[config.mk]
export PLATFORM = sky130hd
export DESIGN_NAME = time_trigger_wb_slave
export DESIGN_NICKNAME = d
export VERILOG_FILES = /design/src/rtl/time_trigger_pkg.sv /design/src/rtl/time_trigger_cmp.sv /design/src/rtl/time_trigger_wb_slave.sv
export SDC_FILE = /design/constraint.sdc
export NUM_CORES = 1
export LEC_CHECK = 0
export BUFFER_PORTS_ARGS = -buffer_cell sky130_fd_sc_hd__buf_4
export CAP_MARGIN = 40
export CORE_MARGIN = 2
export CORE_UTILIZATION = 50
export CTS_CLUSTER_DIAMETER = 40
export DETAILED_ROUTE_END_ITERATION = 8
export PLACE_DENSITY = 0.73
export SLEW_MARGIN = 40
export SYNTH_ARGS = -nofsm -noshare
export SYNTH_HDL_FRONTEND = slang
export SYNTH_SLANG_ARGS = --single-unit
[constraint.sdc]
create_clock -name sys_clk_i -period 5 [get_ports sys_clk_i]
set_input_delay 0 -clock sys_clk_i [delete_from_list [all_inputs] [get_ports sys_clk_i]]
set_output_delay 0 -clock sys_clk_i [all_outputs]
set_load 0.02 [all_outputs]
[src/rtl/time_trigger_pkg.sv]
// Shared definitions for the absolute-time trigger responder.
// Holds the Wishbone word-address map, the CTRL bit positions and a
// helper that expands Wishbone byte selects into a 32-bit write mask.
package time_trigger_pkg;

    // Word addresses (byte offset >> 2)
    localparam logic [2:0] c_ADDR_CTRL              = 3'd0;  // 0x00
    localparam logic [2:0] c_ADDR_SECONDS_UPPER     = 3'd2;  // 0x08
    localparam logic [2:0] c_ADDR_SECONDS_LOWER     = 3'd3;  // 0x0C
    localparam logic [2:0] c_ADDR_CYCLES            = 3'd4;  // 0x10
    localparam logic [2:0] c_ADDR_TAG_CYCLES        = 3'd5;  // 0x14
    localparam logic [2:0] c_ADDR_TAG_SECONDS_LOWER = 3'd6;  // 0x18

    // CTRL bit positions
    localparam int c_CTRL_ENABLE = 0;
    localparam int c_CTRL_LATE   = 1;
    localparam int c_CTRL_FIRED  = 2;

    // One select bit per byte lane -> eight mask bits per lane.
    function automatic logic [31:0] sel_to_mask(input logic [3:0] sel);
        logic [31:0] mask;
        mask = '0;
        for (int i = 0; i < 4; i++) begin
            mask[8*i +: 8] = {8{sel[i]}};
        end
        return mask;
    endfunction

endpackage

[src/rtl/time_trigger_cmp.sv]
// Registered comparator of the current White Rabbit time against the armed
// target, both presented as one concatenated {seconds, cycles} word.
//
// Ports:
//   clk, rst_n   - clock, asynchronous active-low reset
//   en           - compare allowed this cycle (armed and time valid)
//   cur_time     - current {tai, cycles}
//   target_time  - programmed {seconds, cycles}
//   match        - registered: cur_time == target_time while enabled
//   late         - registered: cur_time >  target_time while enabled
//   cur_time_q   - cur_time delayed one cycle, aligned with match/late
module time_trigger_cmp #(
    parameter int g_width = 68
) (
    input  logic               clk,
    input  logic               rst_n,
    input  logic               en,
    input  logic [g_width-1:0] cur_time,
    input  logic [g_width-1:0] target_time,
    output logic               match,
    output logic               late,
    output logic [g_width-1:0] cur_time_q
);

    // Once a result is pending the top clears ENABLE on the next edge.
    // Suppressing the compare for that one cycle keeps a fire from being
    // followed by a spurious late as time moves past the target.
    logic active;
    assign active = en & ~match & ~late;

    // NOTE: clocked state is assigned with <= so every flop samples the
    // pre-edge values; blocking = here would create order-dependent races.
    always_ff @(posedge clk or negedge rst_n) begin
        if (!rst_n) begin
            match      <= 1'b0;
            late       <= 1'b0;
            cur_time_q <= '0;
        end else begin
            match      <= active && (cur_time == target_time);
            late       <= active && (cur_time >  target_time);
            cur_time_q <= cur_time;
        end
    end

endmodule

[src/rtl/time_trigger_wb_slave.sv]
// Wishbone pipelined responder arming a one-shot trigger at an absolute
// White Rabbit time. Fires a single-cycle trig_o when {tai, cycles} equals
// the programmed target, then disarms; arming in the past sets LATE instead.
//
// Ports:
//   sys_clk_i, sys_rst_n_i      - 125 MHz clock, async active-low reset
//   wb_*                        - Wishbone pipelined slave (stall tied 0)
//   wr_tm_time_valid_i          - WR time valid
//   wr_tm_tai_i, wr_tm_cycles_i - current WR time
//   trig_o                      - one-cycle trigger pulse
//   trig_tag_o                  - {tai, cycles} captured at the fire
module time_trigger_wb_slave
    import time_trigger_pkg::*;
#(
    parameter int g_cycles_width  = 28,
    parameter int g_seconds_width = 40
) (
    input  logic                                    sys_clk_i,
    input  logic                                    sys_rst_n_i,
    input  logic                                    wb_cyc_i,
    input  logic                                    wb_stb_i,
    input  logic                                    wb_we_i,
    input  logic [2:0]                              wb_adr_i,
    input  logic [3:0]                              wb_sel_i,
    input  logic [31:0]                             wb_dat_i,
    output logic [31:0]                             wb_dat_o,
    output logic                                    wb_ack_o,
    output logic                                    wb_stall_o,
    input  logic                                    wr_tm_time_valid_i,
    input  logic [g_seconds_width-1:0]              wr_tm_tai_i,
    input  logic [g_cycles_width-1:0]               wr_tm_cycles_i,
    output logic                                    trig_o,
    output logic [g_seconds_width+g_cycles_width-1:0] trig_tag_o
);

    localparam int c_TIME_W   = g_seconds_width + g_cycles_width;
    localparam int c_SEC_HI_W = g_seconds_width - 32;

    logic                       ctrl_enable, ctrl_late, ctrl_fired;
    logic [g_seconds_width-1:0] target_sec, tag_sec;
    logic [g_cycles_width-1:0]  target_cyc, tag_cyc;

    logic        wb_req, wb_wr;
    logic [31:0] wb_mask;
    logic [2:0]  rd_adr;
    logic        rd_valid;
    logic [31:0] rd_data;

    logic                cmp_match, cmp_late;
    logic [c_TIME_W-1:0] cmp_time;
    logic                fire, late_evt;

    assign wb_req     = wb_cyc_i & wb_stb_i;
    assign wb_wr      = wb_req & wb_we_i;
    assign wb_mask    = sel_to_mask(wb_sel_i);
    assign wb_stall_o = 1'b0;

    time_trigger_cmp #(
        .g_width (c_TIME_W)
    ) u_cmp (
        .clk         (sys_clk_i),
        .rst_n       (sys_rst_n_i),
        .en          (ctrl_enable & wr_tm_time_valid_i),
        .cur_time    ({wr_tm_tai_i, wr_tm_cycles_i}),
        .target_time ({target_sec, target_cyc}),
        .match       (cmp_match),
        .late        (cmp_late),
        .cur_time_q  (cmp_time)
    );

    // A result only takes effect if software has not disarmed meanwhile.
    assign fire     = cmp_match & ctrl_enable;
    assign late_evt = cmp_late  & ctrl_enable;

    // Bus handshake: ack one cycle after every accepted strobe.
    always_ff @(posedge sys_clk_i or negedge sys_rst_n_i) begin
        if (!sys_rst_n_i) begin
            wb_ack_o <= 1'b0;
            rd_valid <= 1'b0;
            rd_adr   <= '0;
        end else begin
            wb_ack_o <= wb_req;
            rd_valid <= wb_req & ~wb_we_i;
            if (wb_req) begin
                rd_adr <= wb_adr_i;
            end
        end
    end

    // Register bank and trigger state.
    always_ff @(posedge sys_clk_i or negedge sys_rst_n_i) begin
        if (!sys_rst_n_i) begin
            ctrl_enable <= 1'b0;
            ctrl_late   <= 1'b0;
            ctrl_fired  <= 1'b0;
            target_sec  <= '0;
            target_cyc  <= '0;
            tag_sec     <= '0;
            tag_cyc     <= '0;
            trig_o      <= 1'b0;
        end else begin
            trig_o <= fire;

            if (wb_wr) begin
                case (wb_adr_i)
                    c_ADDR_CTRL: begin
                        if (wb_sel_i[0]) begin
                            ctrl_enable <= wb_dat_i[c_CTRL_ENABLE];
                            if (wb_dat_i[c_CTRL_LATE])  ctrl_late  <= 1'b0;
                            if (wb_dat_i[c_CTRL_FIRED]) ctrl_fired <= 1'b0;
                        end
                    end
                    c_ADDR_SECONDS_UPPER: begin
                        target_sec[g_seconds_width-1:32] <=
                            (target_sec[g_seconds_width-1:32] & ~wb_mask[c_SEC_HI_W-1:0]) |
                            (wb_dat_i[c_SEC_HI_W-1:0] & wb_mask[c_SEC_HI_W-1:0]);
                    end
                    c_ADDR_SECONDS_LOWER: begin
                        target_sec[31:0] <= (target_sec[31:0] & ~wb_mask) |
                                            (wb_dat_i & wb_mask);
                    end
                    c_ADDR_CYCLES: begin
                        target_cyc <= (target_cyc & ~wb_mask[g_cycles_width-1:0]) |
                                      (wb_dat_i[g_cycles_width-1:0] & wb_mask[g_cycles_width-1:0]);
                    end
                    default: ;
                endcase
            end

            // NOTE: these hardware updates come after the bus write on
            // purpose; the last non-blocking assignment to a flop wins, so
            // fire/late override a same-cycle ENABLE set or FIRED/LATE clear.
            if (fire) begin
                ctrl_enable <= 1'b0;
                ctrl_fired  <= 1'b1;
                tag_sec     <= cmp_time[c_TIME_W-1:g_cycles_width];
                tag_cyc     <= cmp_time[g_cycles_width-1:0];
            end
            if (late_evt) begin
                ctrl_enable <= 1'b0;
                ctrl_late   <= 1'b1;
            end
        end
    end

    assign trig_tag_o = {tag_sec, tag_cyc};

    // Read data is muxed from the live registers during the ack cycle, so
    // a read accepted on the fire edge already sees FIRED=1, ENABLE=0.
    always_comb begin
        // NOTE: default first so every path assigns rd_data; no latch.
        rd_data = '0;
        case (rd_adr)
            c_ADDR_CTRL: begin
                rd_data[c_CTRL_ENABLE] = ctrl_enable;
                rd_data[c_CTRL_LATE]   = ctrl_late;
                rd_data[c_CTRL_FIRED]  = ctrl_fired;
            end
            c_ADDR_SECONDS_UPPER:     rd_data[c_SEC_HI_W-1:0] = target_sec[g_seconds_width-1:32];
            c_ADDR_SECONDS_LOWER:     rd_data = target_sec[31:0];
            c_ADDR_CYCLES:            rd_data[g_cycles_width-1:0] = target_cyc;
            c_ADDR_TAG_CYCLES:        rd_data[g_cycles_width-1:0] = tag_cyc;
            c_ADDR_TAG_SECONDS_LOWER: rd_data = tag_sec[31:0];
            default: ;
        endcase
    end

    assign wb_dat_o = rd_valid ? rd_data : '0;

endmodule

# Word level (Yosys, flattened, before mapping)
# Index checks and enable logic that the tools add are counted.
[classes]
reduce_logical = 21
magnitude_cmp = 1
n_bitwise = 23
n_mux = 20
n_eq_ne = 9
[ops]
columns = ["operator", "n"]
rows = [
  ["case mux 20 bit (4 select lines)", 1],
  ["equality test 68 bit", 1],
  ["> comparator 68 bit", 1],
  ["bitwise AND 32 bit", 2],
  ["bitwise AND 28 bit", 2],
  ["two-way mux 32 bit", 1],
  ["inverter 32 bit", 1],
  ["bitwise OR 32 bit", 1],
  ["inverter 28 bit", 1],
  ["bitwise OR 28 bit", 1],
  ["case mux 5 bit (5 select lines)", 1],
  ["case mux 3 bit (6 select lines)", 1],
  ["bitwise AND 8 bit", 2],
  ["nonzero test 2 bit", 8],
  ["two-way mux 1 bit", 15],
  ["equality test 3 x 2 -> 1 bit (second input constant)", 4],
  ["equality test 3 bit (second input constant)", 4],
  ["nonzero test 3 bit", 3],
  ["bitwise AND 1 bit", 8],
  ["inverter 8 bit", 1],
  ["bitwise OR 8 bit", 1],
  ["case mux 4 bit (2 select lines)", 1],
  ["AND reduction 4 bit", 2],
  ["zero test 3 bit", 2],
  ["other kinds (4)", 9],
]
[word_totals]
inputBits = 113
out_inout_bits = 103
reg_bits = 215

# Depth between registers and ports, before layout
# Gate-level depths: netlist of run 1.
[depth]
word_depth = 5
mapped_depth = 9
ltp_nobuf = 9

# By module
# From an unflattened synthesis of run 1, not the netlist that was laid out.
[unflattened]
hier_cells = 835
hier_area_um2 = 10512.6
[by_module_without_submodules]
columns = ["mod", "cells_each", "area_per_inst_um2", "seq_area_each_um2", "instances"]
rows = [
  ["time_trigger_wb_slave", 519, 7001.7, 3628.5, 1],
  ["time_trigger_cmp", 316, 3510.9, 1751.7, 1],
]

# Least setup slack after synthesis of run 1
# No wires, ideal clock.
[synth_timing]
kind = "reg2reg"
start = "reg (tool-made name)"
end = "reg u_cmp.late"
t_arrival_ns = 1.963
path_stages_with_launch = 10
setup_slack_ns = 2.950
required_ns = 4.913
n_path_buf = 0
setup_ns = 0.087
path_cell_list = "dfrtp_1 -> inv_1 -> ha_1 -> nand4_2 -> nor4_4 -> nand4_1 -> or3_4 -> o21ai_2 -> a211oi_1 -> a211oi_2"
[synth_lines]
columns = ["item", "line_no", "source"]
rows = [
  ["to (signal assigned)", "time_trigger_cmp.sv:40", "late <= active && (cur_time > target_time);"],
  ["to (decl)", "time_trigger_cmp.sv:21", "output logic late,"],
]

# Worst setup path in the final report of run 1
[layout_timing]
start = "reg rd_adr[2]"
end = "out wb_dat_o[18]"
[layout_between]
elab_chain_cells = 3
word_cells_on_any_way = 6
[layout_lines]
columns = ["item", "line_no", "source"]
rows = [
  ["from (decl)", "time_trigger_wb_slave.sv:45", "logic [2:0] rd_adr;"],
  ["from (signal assigned)", "time_trigger_wb_slave.sv:85", "rd_adr <= wb_adr_i;"],
  ["equality test 3 bit / equality test 3 x 2 -> 1 bit (equally long branches)", "time_trigger_wb_slave.sv:153", "case (rd_adr)"],
  ["case mux 20 bit (4 select lines) *", "time_trigger_wb_slave.sv:153", ""],
  ["two-way mux 32 bit *", "time_trigger_wb_slave.sv:168", "assign wb_dat_o = rd_valid ? rd_data : '0;"],
  ["to (decl)", "time_trigger_wb_slave.sv:26", "output logic [31:0] wb_dat_o,"],
]
# Every way passes the cells marked *; elsewhere a longest branch is shown, timed or not.

==> key figures, run 1 <==
Run status
  – Status: finished, final reports clean

Setup path
  – Worst Path Max Fanout: 20
  – R2r endpoint: u_cmp.late
  – Crit start category: flip-flop
  – Slowest CP cell: nor2b_4
  – Worst path max stage delay: 0.72 ns
  – Arr. time, crit path: 2.98 ns
  – Worst reg2reg path depth: 9
  – Worst EP required: 5.00 ns
  – CP cell instances: nor2b_1 -> nor2b_4 -> a22oi_1 -> a21oi_1 -> buf_4
  – Reg2Reg Setup Slack: 2.43 ns
  – CP Capture Type: primary output
  – Critical path type: flip-flop to primary output

Synthesis
  – Ys flop type: dfrtp_1
  – Mapped Cells: 786
  – EDFF count, synth: 0
  – Syn avg cell area: 12.4 µm²
  – Post-Syn Area: 9760 µm²
  – Synthesized flop and latch total: 215
  – Distinct cells, synth: 44
  – Post-synth ARST share: 100%
  – Sequential fraction of the synthesis area: 55.1%
  – Number of synthesis warnings: 0
  – Synth Net Count: 967

Timing
  – RSZ-0062 raised after global routing: no
  – Setup TNS Final: 0 ns
  – Slew @ Worst Pin: 0.793 ns
  – Final setup viols: 0
  – Crit share post-route: 59.6%
  – Clock skew: 0.0119 ns
  – Final slew viol count: 0
  – Achievable Freq: 335 MHz
  – Tmin final: 2.98 ns
  – Fin. Hold Viols: 0
  – Slew HR: 46.4%

Drt
  – Routed wire length per instance: 19.7 µm
  – DR vias: 7621
  – Total Wirelength: 27.6 mm
  – DR DRC count: 0
  – Drt pass-1 iters: 6
  – Final ANT Viol Nets: 0
  – DR vias/cell: 5.44
  – DR iter-0 viols: 533

Min path
  – Hold Path Class: input port to async pin

CTS
  – Root buffer cell: clkbuf_16
  – CTS resizes: 0
  – Clk pin slew, worst setup/hold paths: 0.05 ns
  – Clk Latency, worst-skew pair: 0.52 ns
  – H-tree depth: 1
  – Clk buf depth: 3
  – Clock sinks: 215
  – Total CTS buffers: 27
  – CTS tree: yes
  – # hold bufs at CTS: 112
  – Post-CTS setup buffer count: 0

Floorplanning
  – Core Footprint: 19300 µm²
  – Die H: 144 µm
  – Die width: 144 µm
  – Num rows: 51
  – Starting Density: 50.5%
  – Die ar.: 20700 µm²
  – I/O pin total: 216

GRT
  – First-pass GRT wire length: 42.2 mm
  – GR Overflow Total: 0
  – Largest net degree at the start of global routing: 122
  – Vias in the first global route: 7851
  – Initial antenna violation count: 1
  – Total GRT Usage: 26.7%

Power
  – Sw frac: 26.5%
  – Flop pwr share: 44.3%
  – Worst vdd ir: 0.235 mV
  – Comb power frac: 15.0%
  – Psw: 1.17 mW
  – Pwr Total: 4.40 mW
  – Pint: 3.23 mW
  – P_leak: 6.61 nW
  – Clock share of power: 40.7%
  – Pwr Density: 322 nW/µm²

Final layout
  – Cell Count, Final, Fillers Out: 1402
  – Core Util, Final: 70.6%
  – Layout cell share with drive strength beyond 1: 36.2%
  – P&R area growth vs syn: 39.9%
  – Final net count: 1300

Placed design
  – DP HPWL: 19.0 mm
  – Cell count after placement: 1243
  – Gpl congestion: 0.877
  – IO Port Bufs: 214

Flow run
  – Max Cap Violations: 0
## cell usage after synthesis (7+ instances only)
cell	number	area share, %
nand2_1	49	1.9
mux2_2	129	15
a21oi_1	46	2.4
nor2_1	20	0.77
a22o_1	7	0.63
clkbuf_1	24	0.92
nor2b_1	11	0.71
inv_1	70	2.7
a22oi_1	47	3.6
ha_1	68	8.7
nand4_1	10	0.64
o21ai_0	28	1.4
dfrtp_1	215	55
a21o_1	7	0.54
## placed cells by master (no fill, tap or decap), types with 3 or more instances in the layout
cell           count
nor2_1            18
clkbuf_16         28
nand3_1            5
clkinvlp_4         3
a222oi_1           5
buf_4            215
inv_6              3
nor2b_1           10
clkbuf_1           4
ha_1              68
o21ai_0           27
clkbuf_8           4
a21oi_1           46
clkinv_2           3
a22o_1             7
inv_1             70
dlygate4sd3_1    112
nand2_1           49
mux2_2           129
a21o_1             7
nand4_1           10
dfrtp_1          215
a211oi_1           5
a22oi_1           47
## area by class of cell
class	count	area, µm²
fill	1396	5680
sequential	215	5380
multi-input combinational	474	4040
timing repair buffer	331	2810
clock buffer	35	746
tap	265	332
inverter	70	263
clock inverter	11	83.8
antenna	1	2.50
## critical path, delay by kind of cell (launching register included)
kind            cells  cell delay, ns
flops               1            0.58
simple gates        2            1.33
compound gates      2            0.37
buf+inv             1            0.17
## per-stage QoR
step	hold WS (ns)	area, µm²	worst slack (ns)
after floorplan	-0.296	9760	2.95
after global placement	0.119	11600	2.34
after detailed placement	0.0419	11700	2.60
after CTS	0.0394	13600	2.06
after global routing	0.0568	13700	1.84
final	0.0631	13700	2.02
## power by group through the flow
stage	Combinational (mW)	Sequential [mW]	Clock (mW)
2_1_floorplan	0.353	1.93	0
3_3_place_gp	0.558	1.97	0
3_5_place_dp	0.579	1.98	0
4_1_cts	0.659	1.95	1.81
5_1_grt	0.738	1.96	1.90
6_report	0.659	1.95	1.79
## worst max-delay path by stage
stage | from | end | slack, ns | depth (start not counted)
3_3_place_gp | rd_adr[2] | wb_dat_o[1] | 2.34 | 6
4_1_cts | rd_adr[2] | wb_dat_o[1] | 2.06 | 6
6_report | rd_adr[2] | wb_dat_o[18] | 2.02 | 5
5_1_grt | rd_adr[2] | wb_dat_o[12] | 1.84 | 5
2_1_floorplan | flip-flop | u_cmp.late | 2.95 | 9
3_5_place_dp | flip-flop | u_cmp.late | 2.60 | 9
## cell families after synthesis
kind of cell / synth area share [%]
DFF: 55.1
muxes: 15.6
AOI/OAI and AO/OA: 10.5
other: 0.0384
adders and majority gates: 8.72
and+or+nand+nor: 6.23
buffers and inverters: 3.79
## metal layers
layer / track usage (%) / vias up / share of wire [%]
li1: - / 3489 / -
met1: 36.3 / 3759 / 43
met2: 43.6 / 312 / 47
met3: 5.06 / 61 / 6.3
met4: 8.41 / 0 / 2.9
met5: 0 / - / 0
(Power assumes the default switching activity.)
==> inputs of run 2 (changes only) <==
CORE_UTILIZATION = 49   (was 50)
PLACE_DENSITY = 0.75   (was 0.73)
clock period = 2.5 ns   (was 5 ns; I/O delays follow)
==> key figures, run 2 (synthesis gave the netlist of run 1 again) <==
Drt
  – Uppermost layer routed: met4
  – DR vias/cell: 5.39 (-0.83%)
  – Routed wire length per instance: 19.9 µm (+1.3%)
  – DR WL met3: 1.76 mm (+1.6%)
  – DR iter-0 viols: 360 (-32%)
  – DR DRC count: 0 (unchanged)
  – Metal-1 WL: 11.8 mm (-1.1%)
  – Drt pass-1 iters: 5 (-1)
  – Final ANT Viol Nets: 0 (unchanged)
  – DR vias: 7687 (+0.87%)
  – WL met2: 14.1 mm (+7.4%)
  – Total Wirelength: 28.4 mm (+3.1%)

Power
  – Comb power frac: 14.6% (-0.4 points)
  – Pwr Total: 9.60 mW (+120%)
  – Sw frac: 26.0% (-0.50 points)
  – Flop pwr share: 40.3% (-4.0 points)
  – Pint: 7.11 mW (+120%)
  – Worst vdd ir: 0.640 mV (+170%)
  – Psw: 2.50 mW (+110%)
  – Pwr Density: 686 nW/µm² (+110%)
  – P_leak: 6.78 nW (+2.7%)
  – Clock share of power: 45.1% (+4.4 points)

CTS
  – Clk pin slew, worst setup/hold paths: 0.06 ns (about the same)
  – CTS tree: yes
  – Root buffer cell: clkbuf_16
  – Clk buf depth: 3 (unchanged)
  – Total CTS buffers: 31 (+15%)
  – Clk Latency, worst-skew pair: 0.54 ns (+0.02 ns)
  – Clock sinks: 215 (unchanged)
  – Post-CTS setup buffer count: 0 (unchanged)
  – H-tree depth: 1 (unchanged)

GRT
  – GR Overflow Total: 0 (unchanged)
  – Total GRT Usage: 27.1% (+0.48 points)
  – Largest net degree at the start of global routing: 84 (-31%)
  – First-pass GRT wire length: 45.3 mm (+7.3%)
  – Vias in the first global route: 8323 (+6.0%)
  – Initial antenna violation count: 1 (unchanged)

Setup path
  – Arr. time, crit path: 2.38 ns (-0.60 ns)
  – CP Capture Type: primary output
  – Largest delay share family, worst path: buffers and inverters
  – Worst path max stage delay: 0.56 ns (-0.16 ns)
  – Slowest CP cell: dfrtp_1
  – Crit start category: flip-flop
  – Worst Path Max Fanout: 24 (+20%)
  – CP startpoint: rd_adr[1]
  – Worst Path Buf+Inv: 2 (+1)
  – CP dominant cell by count: buf_4
  – Worst EP required: 2.50 ns (-2.50 ns)
  – Critical path type: flip-flop to primary output
  – CP cell instances: nand2_1 -> nor2_2 -> buf_4 -> a22oi_1 -> a21oi_1 -> buf_4

Final layout
  – Fillers: 1377 (-1.4%)
  – Cell Count, Final, Fillers Out: 1426 (+1.7%)
  – Final net count: 1318 (+1.4%)
  – Most frequent cells in the layout: buf_4, dfrtp_1, mux2_2
  – P&R area growth vs syn: 43.4%
  – Final Instance Area: 14000 µm² (+2.5%)
  – Most common cell after layout, fill and taps aside: buf_4
  – Layout cell share with drive strength beyond 1: 37.8% (+1.6 points)

Run status
  – Status: finished, final reports clean

Floorplanning
  – Starting Density: 50.0% (-0.49 points)
  – Die width: 145 µm (+0.98%)
  – Num rows: 51 (unchanged)
  – Die ar.: 21100 µm² (+2.0%)
  – Die H: 145 µm (+0.98%)
  – I/O pin total: 216 (unchanged)
  – Core Footprint: 19500 µm² (+0.99%)

Timing
  – Worst setup margin: 0.123 ns (-1.90 ns)
  – Slew @ Worst Pin: 0.756 ns (-0.0369 ns)
  – Tmin final: 2.38 ns
  – RSZ-0062 raised after global routing: no
  – Crit share post-route: 95.1%
  – Achievable Freq: 421 MHz
  – Setup TNS Final: 0 ns (unchanged)
  – Final setup viols: 0 (unchanged)
  – Slew HR: 48.9% (+2.5 points)
  – Fin. Hold Viols: 0 (unchanged)
  – Final slew viol count: 0 (unchanged)
  – Clock skew: 0.0115 ns (-0.000397 ns)

Placed design
  – Gpl congestion: 0.859 (-2.1%)
  – IO Port Bufs: 214 (unchanged)
  – Cell Area, Placed: 11800 µm² (+0.81%)
  – DP HPWL: 19.2 mm (+1.1%)
  – DP Worst Slack: 0.190 ns (-2.41 ns)
  – Cell count after placement: 1256 (+1.0%)

Min path
  – Hold Path Class: input port to async pin

Flow run
  – Max Cap Violations: 0 (unchanged)
run 2: changes by cell type in the layout (fill, tap and decap cells not counted), moves of 2 or more:
cell / delta
buf_4: +11
clkbuf_16: +3
bufinv_16: +3
clkinvlp_4: +4
buf_12: +2
clkbuf_1: -3
nor2b_2: +2
run 2: final timing paths:
| path | endpoint | slack (ns) | cells past startpoint |
|---|---|---|---|
| max in group asynchronous | tag_sec[20] | 1.69 | 3 |
| worst max register to register | u_cmp.late | 0.21 | 9 |
| min in group sys_clk_i | flip-flop | 0.11 | 3 |
| worst max-delay path | wb_dat_o[27] | 0.12 | 6 |
| worst min register to register | tag_sec[27] | 0.47 | 1 |
| worst min-delay path | tag_cyc[5] | 0.04 | 2 |
run 2: final cells by class:
| cell class | count | area, µm² | share of cell area [%] |
|---|---|---|---|
| clock buffer | 36 | 835 | 5.96 |
| sequential | 215 | 5380 | 38.4 |
| timing repair buffer | 345 | 2930 | 21.0 |
| tap | 265 | 332 | 2.37 |
| clock inverter | 20 | 218 | 1.56 |
| inverter | 70 | 263 | 1.88 |
| antenna | 1 | 2.50 | 0.0179 |
| multi-input combinational | 474 | 4030 | 28.8 |
run 2: through the flow:
stage,util [%],hold slack [ns]
floorplan,-,-0.296
global placement,60.4,0.0366
detailed placement,60.4,0.0373
CTS,71.6,0.0616
global route,71.7,0.105
finish,71.7,0.0369
run 2: power by group through the flow:
| stage | Combinational, mW | Sequential [mW] | Clock [mW] |
|---|---|---|---|
| after floorplan | 0.707 | 3.87 | 0 |
| after global placement | 1.19 | 3.91 | 0 |
| after global routing | 1.56 | 3.89 | 4.58 |
| after detailed placement | 1.22 | 3.92 | 0 |
| after CTS | 1.37 | 3.86 | 4.39 |
| final | 1.40 | 3.87 | 4.33 |
run 2: layer usage:
layer | track usage (%) | vias to the layer above
met4 | 8.87 | 0
met1 | 35.6 | 3805
li1 | - | 3542
met5 | 0 | -
met3 | 4.84 | 54
met2 | 46.0 | 286
run 2: timing repair:
item	CTS	global route
gates resized for setup	0	5
setup endpoints to repair	0	16
hold endpoints to repair	339	0
hold buffers	113	0
==> inputs of run 3 (changes only) <==
CORE_MARGIN = 3   (was 2)
==> key figures, run 3 (synthesis gave the netlist of run 1 again) <==
Run status
  – Status: finished, final reports clean

Floorplanning
  – Die ar.: 21600 µm² (+2.8%)
  – I/O pin total: 216 (unchanged)
  – Starting Density: 51.0% (+1.0 points)
  – Die H: 147 µm (+1.4%)
  – Core Footprint: 19100 µm² (-2.0%)
  – Num rows: 50 (-2.0%)
  – Die width: 147 µm (+1.4%)

Drt
  – Routed wire length per instance: 20.1 µm (+1.1%)
  – Drt pass-1 iters: 5 (unchanged)
  – DR iter-0 viols: 379 (+5.3%)
  – Final ANT Viol Nets: 0 (unchanged)
  – DR DRC count: 0 (unchanged)
  – DR vias/cell: 5.41 (+0.31%)
  – Total Wirelength: 28.5 mm (+0.22%)
  – DR vias: 7646 (-0.53%)

Power
  – Worst vdd ir: 0.569 mV (-11%)
  – Clock share of power: 44.4% (-0.7 points)
  – Pwr Total: 9.44 mW (-1.7%)
  – Pwr Density: 680 nW/µm² (-0.86%)
  – Flop pwr share: 41.0% (+0.7 points)
  – Comb power frac: 14.5% (about the same)
  – Sw frac: 25.8% (-0.17 points)
  – Psw: 2.44 mW (-2.3%)
  – Pint: 7.00 mW (-1.5%)
  – P_leak: 6.75 nW (-0.53%)

Final layout
  – Layout cell share with drive strength beyond 1: 37.2% (-0.58 points)
  – Core Util, Final: 72.5% (+0.81 points)
  – Final Instance Area: 13900 µm² (-0.85%)
  – P&R area growth vs syn: 42.2%
  – Most common cell after layout, fill and taps aside: buf_4
  – Final net count: 1314 (-0.30%)
  – Fillers: 1329 (-3.5%)
  – Most frequent cells in the layout: buf_4, dfrtp_1, mux2_2
  – ANT cells: 0 (-1)

CTS
  – Post-CTS setup buffer count: 0 (unchanged)
  – Clock sinks: 215 (unchanged)
  – Clk pin slew, worst setup/hold paths: 0.06 ns (about the same)
  – Root buffer cell: clkbuf_16
  – Clk buf depth: 3 (unchanged)
  – CTS tree: yes
  – Total CTS buffers: 28 (-9.7%)
  – H-tree depth: 1 (unchanged)
  – Clk Latency, worst-skew pair: 0.54 ns (about the same)

Timing
  – Clock skew: 0.0226 ns (+0.0111 ns)
  – Final setup viols: 0 (unchanged)
  – RSZ-0062 raised after global routing: no
  – Slew @ Worst Pin: 0.611 ns (-0.145 ns)
  – Final slew viol count: 0 (unchanged)
  – Achievable Freq: 430 MHz (+2.1%)
  – Slew HR: 59.3% (+10 points)
  – Tmin final: 2.33 ns (-0.0500 ns)
  – Worst setup margin: 0.173 ns (+0.0500 ns)
  – Fin. Hold Viols: 0 (unchanged)
  – Setup TNS Final: 0 ns (unchanged)
  – Crit share post-route: 93.1% (-2.0 points)

GRT
  – Initial antenna violation count: 0 (-1)
  – First-pass GRT wire length: 44.7 mm (-1.2%)
  – Vias in the first global route: 8223 (-1.2%)
  – Total GRT Usage: 26.0% (-1.1 points)
  – GR Overflow Total: 0 (unchanged)
  – Largest net degree at the start of global routing: 74 (-12%)

Flow run
  – Max Cap Violations: 0 (unchanged)

Placed design
  – DP Worst Slack: 0.174 ns (-0.0162 ns)
  – Cell Area, Placed: 11800 µm² (-0.28%)
  – Gpl congestion: 0.906 (+5.5%)
  – IO Port Bufs: 214 (unchanged)
  – DP HPWL: 19.2 mm (about the same)

Setup path
  – CP Capture Type: primary output
  – Arr. time, crit path: 2.33 ns (-0.05 ns)
  – Worst reg2reg path depth: 9 (unchanged)
  – Crit start category: flip-flop
  – Worst EP required: 2.50 ns (about the same)
  – Reg2Reg Setup Slack: 0.17 ns (-0.04 ns)
  – Worst Path Max Fanout: 20 (-17%)
  – Critical path type: flip-flop to primary output
  – R2r endpoint: u_cmp.late

Min path
  – Hold Path Class: input port to async pin
-- run 3: changes by cell type in the layout (fill, tap and decap cells not counted), sizes merged --
| cell | change |
|---|---|
| dlygate4sd3 | -1 |
| buf | -1 |
| bufinv | +1 |
| clkinvlp | -5 |
| inv | +1 |
| clkbuf | -1 |
| diode | -1 |
-- run 3: critical path, stage by stage, from the launching register on --
cell and delay, ns:
dfrtp_2 0.52, nor2b_1 0.22, and2_1 0.21, buf_4 0.33
a22oi_1 0.12, a21oi_1 0.21, buf_4 0.17
-- run 3: layout make-up --
| class | count | area [µm²] | share of cell area (%) |
|---|---|---|---|
| flip-flops and latches | 215 | 5380 | 38.8 |
| multi-input cells | 474 | 4020 | 29.0 |
| repair buffers | 344 | 2900 | 20.9 |
| clock buffers | 34 | 764 | 5.51 |
| well taps | 260 | 325 | 2.34 |
| inverters | 70 | 263 | 1.89 |
| clock inverters | 17 | 221 | 1.60 |
-- run 3: how the worst max path moves through the flow --
| stage | from | end | slack [ns] | cells past startpoint |
|---|---|---|---|---|
| floorplan | flip-flop | u_cmp.late | 0.45 | 9 |
| global placement | flip-flop | u_cmp.late | 0.25 | 9 |
| detailed placement | flip-flop | u_cmp.late | 0.17 | 9 |
| CTS | rd_adr[1] | wb_dat_o[7] | 0.02 | 5 |
| global route | rd_adr[0] | wb_dat_o[11] | 0.01 | 8 |
| finish | rd_adr[2] | wb_dat_o[11] | 0.17 | 6 |
-- run 3: per-stage QoR --
step	hold slack [ns]	instances
finish	0.00714	1414
CTS	0.0414	1414
global placement	0.0503	1251
global route	0.0700	1414
floorplan	-0.296	786
detailed placement	0.0547	1251
-- run 3: power by group through the flow --
stage	registers [mW]	logic (mW)	clock network, mW
floorplan	3.87	0.707	0
global placement	3.91	1.17	0
detailed placement	3.93	1.21	0
CTS	3.87	1.37	4.25
global route	3.90	1.53	4.41
finish	3.87	1.37	4.19
-- run 3: routing by layer --
layer  GRT usage, %  wire length [µm]  part of all wire, %  vias to the layer above
li1               -                 -                    -                     3528
met1           33.4             11600                   41                     3783
met2           45.3             14400                   51                      280
met3           4.13              1580                  5.6                       55
met4           8.62               901                  3.2                        0
met5              0                 0                    0                        -
-- run 3: what timing repair did --
item,CTS,global route
hold buffers,112,0
pin swaps,0,0
gates resized for setup,1,4
setup endpoints to repair,8,27
hold endpoints to repair,288,0
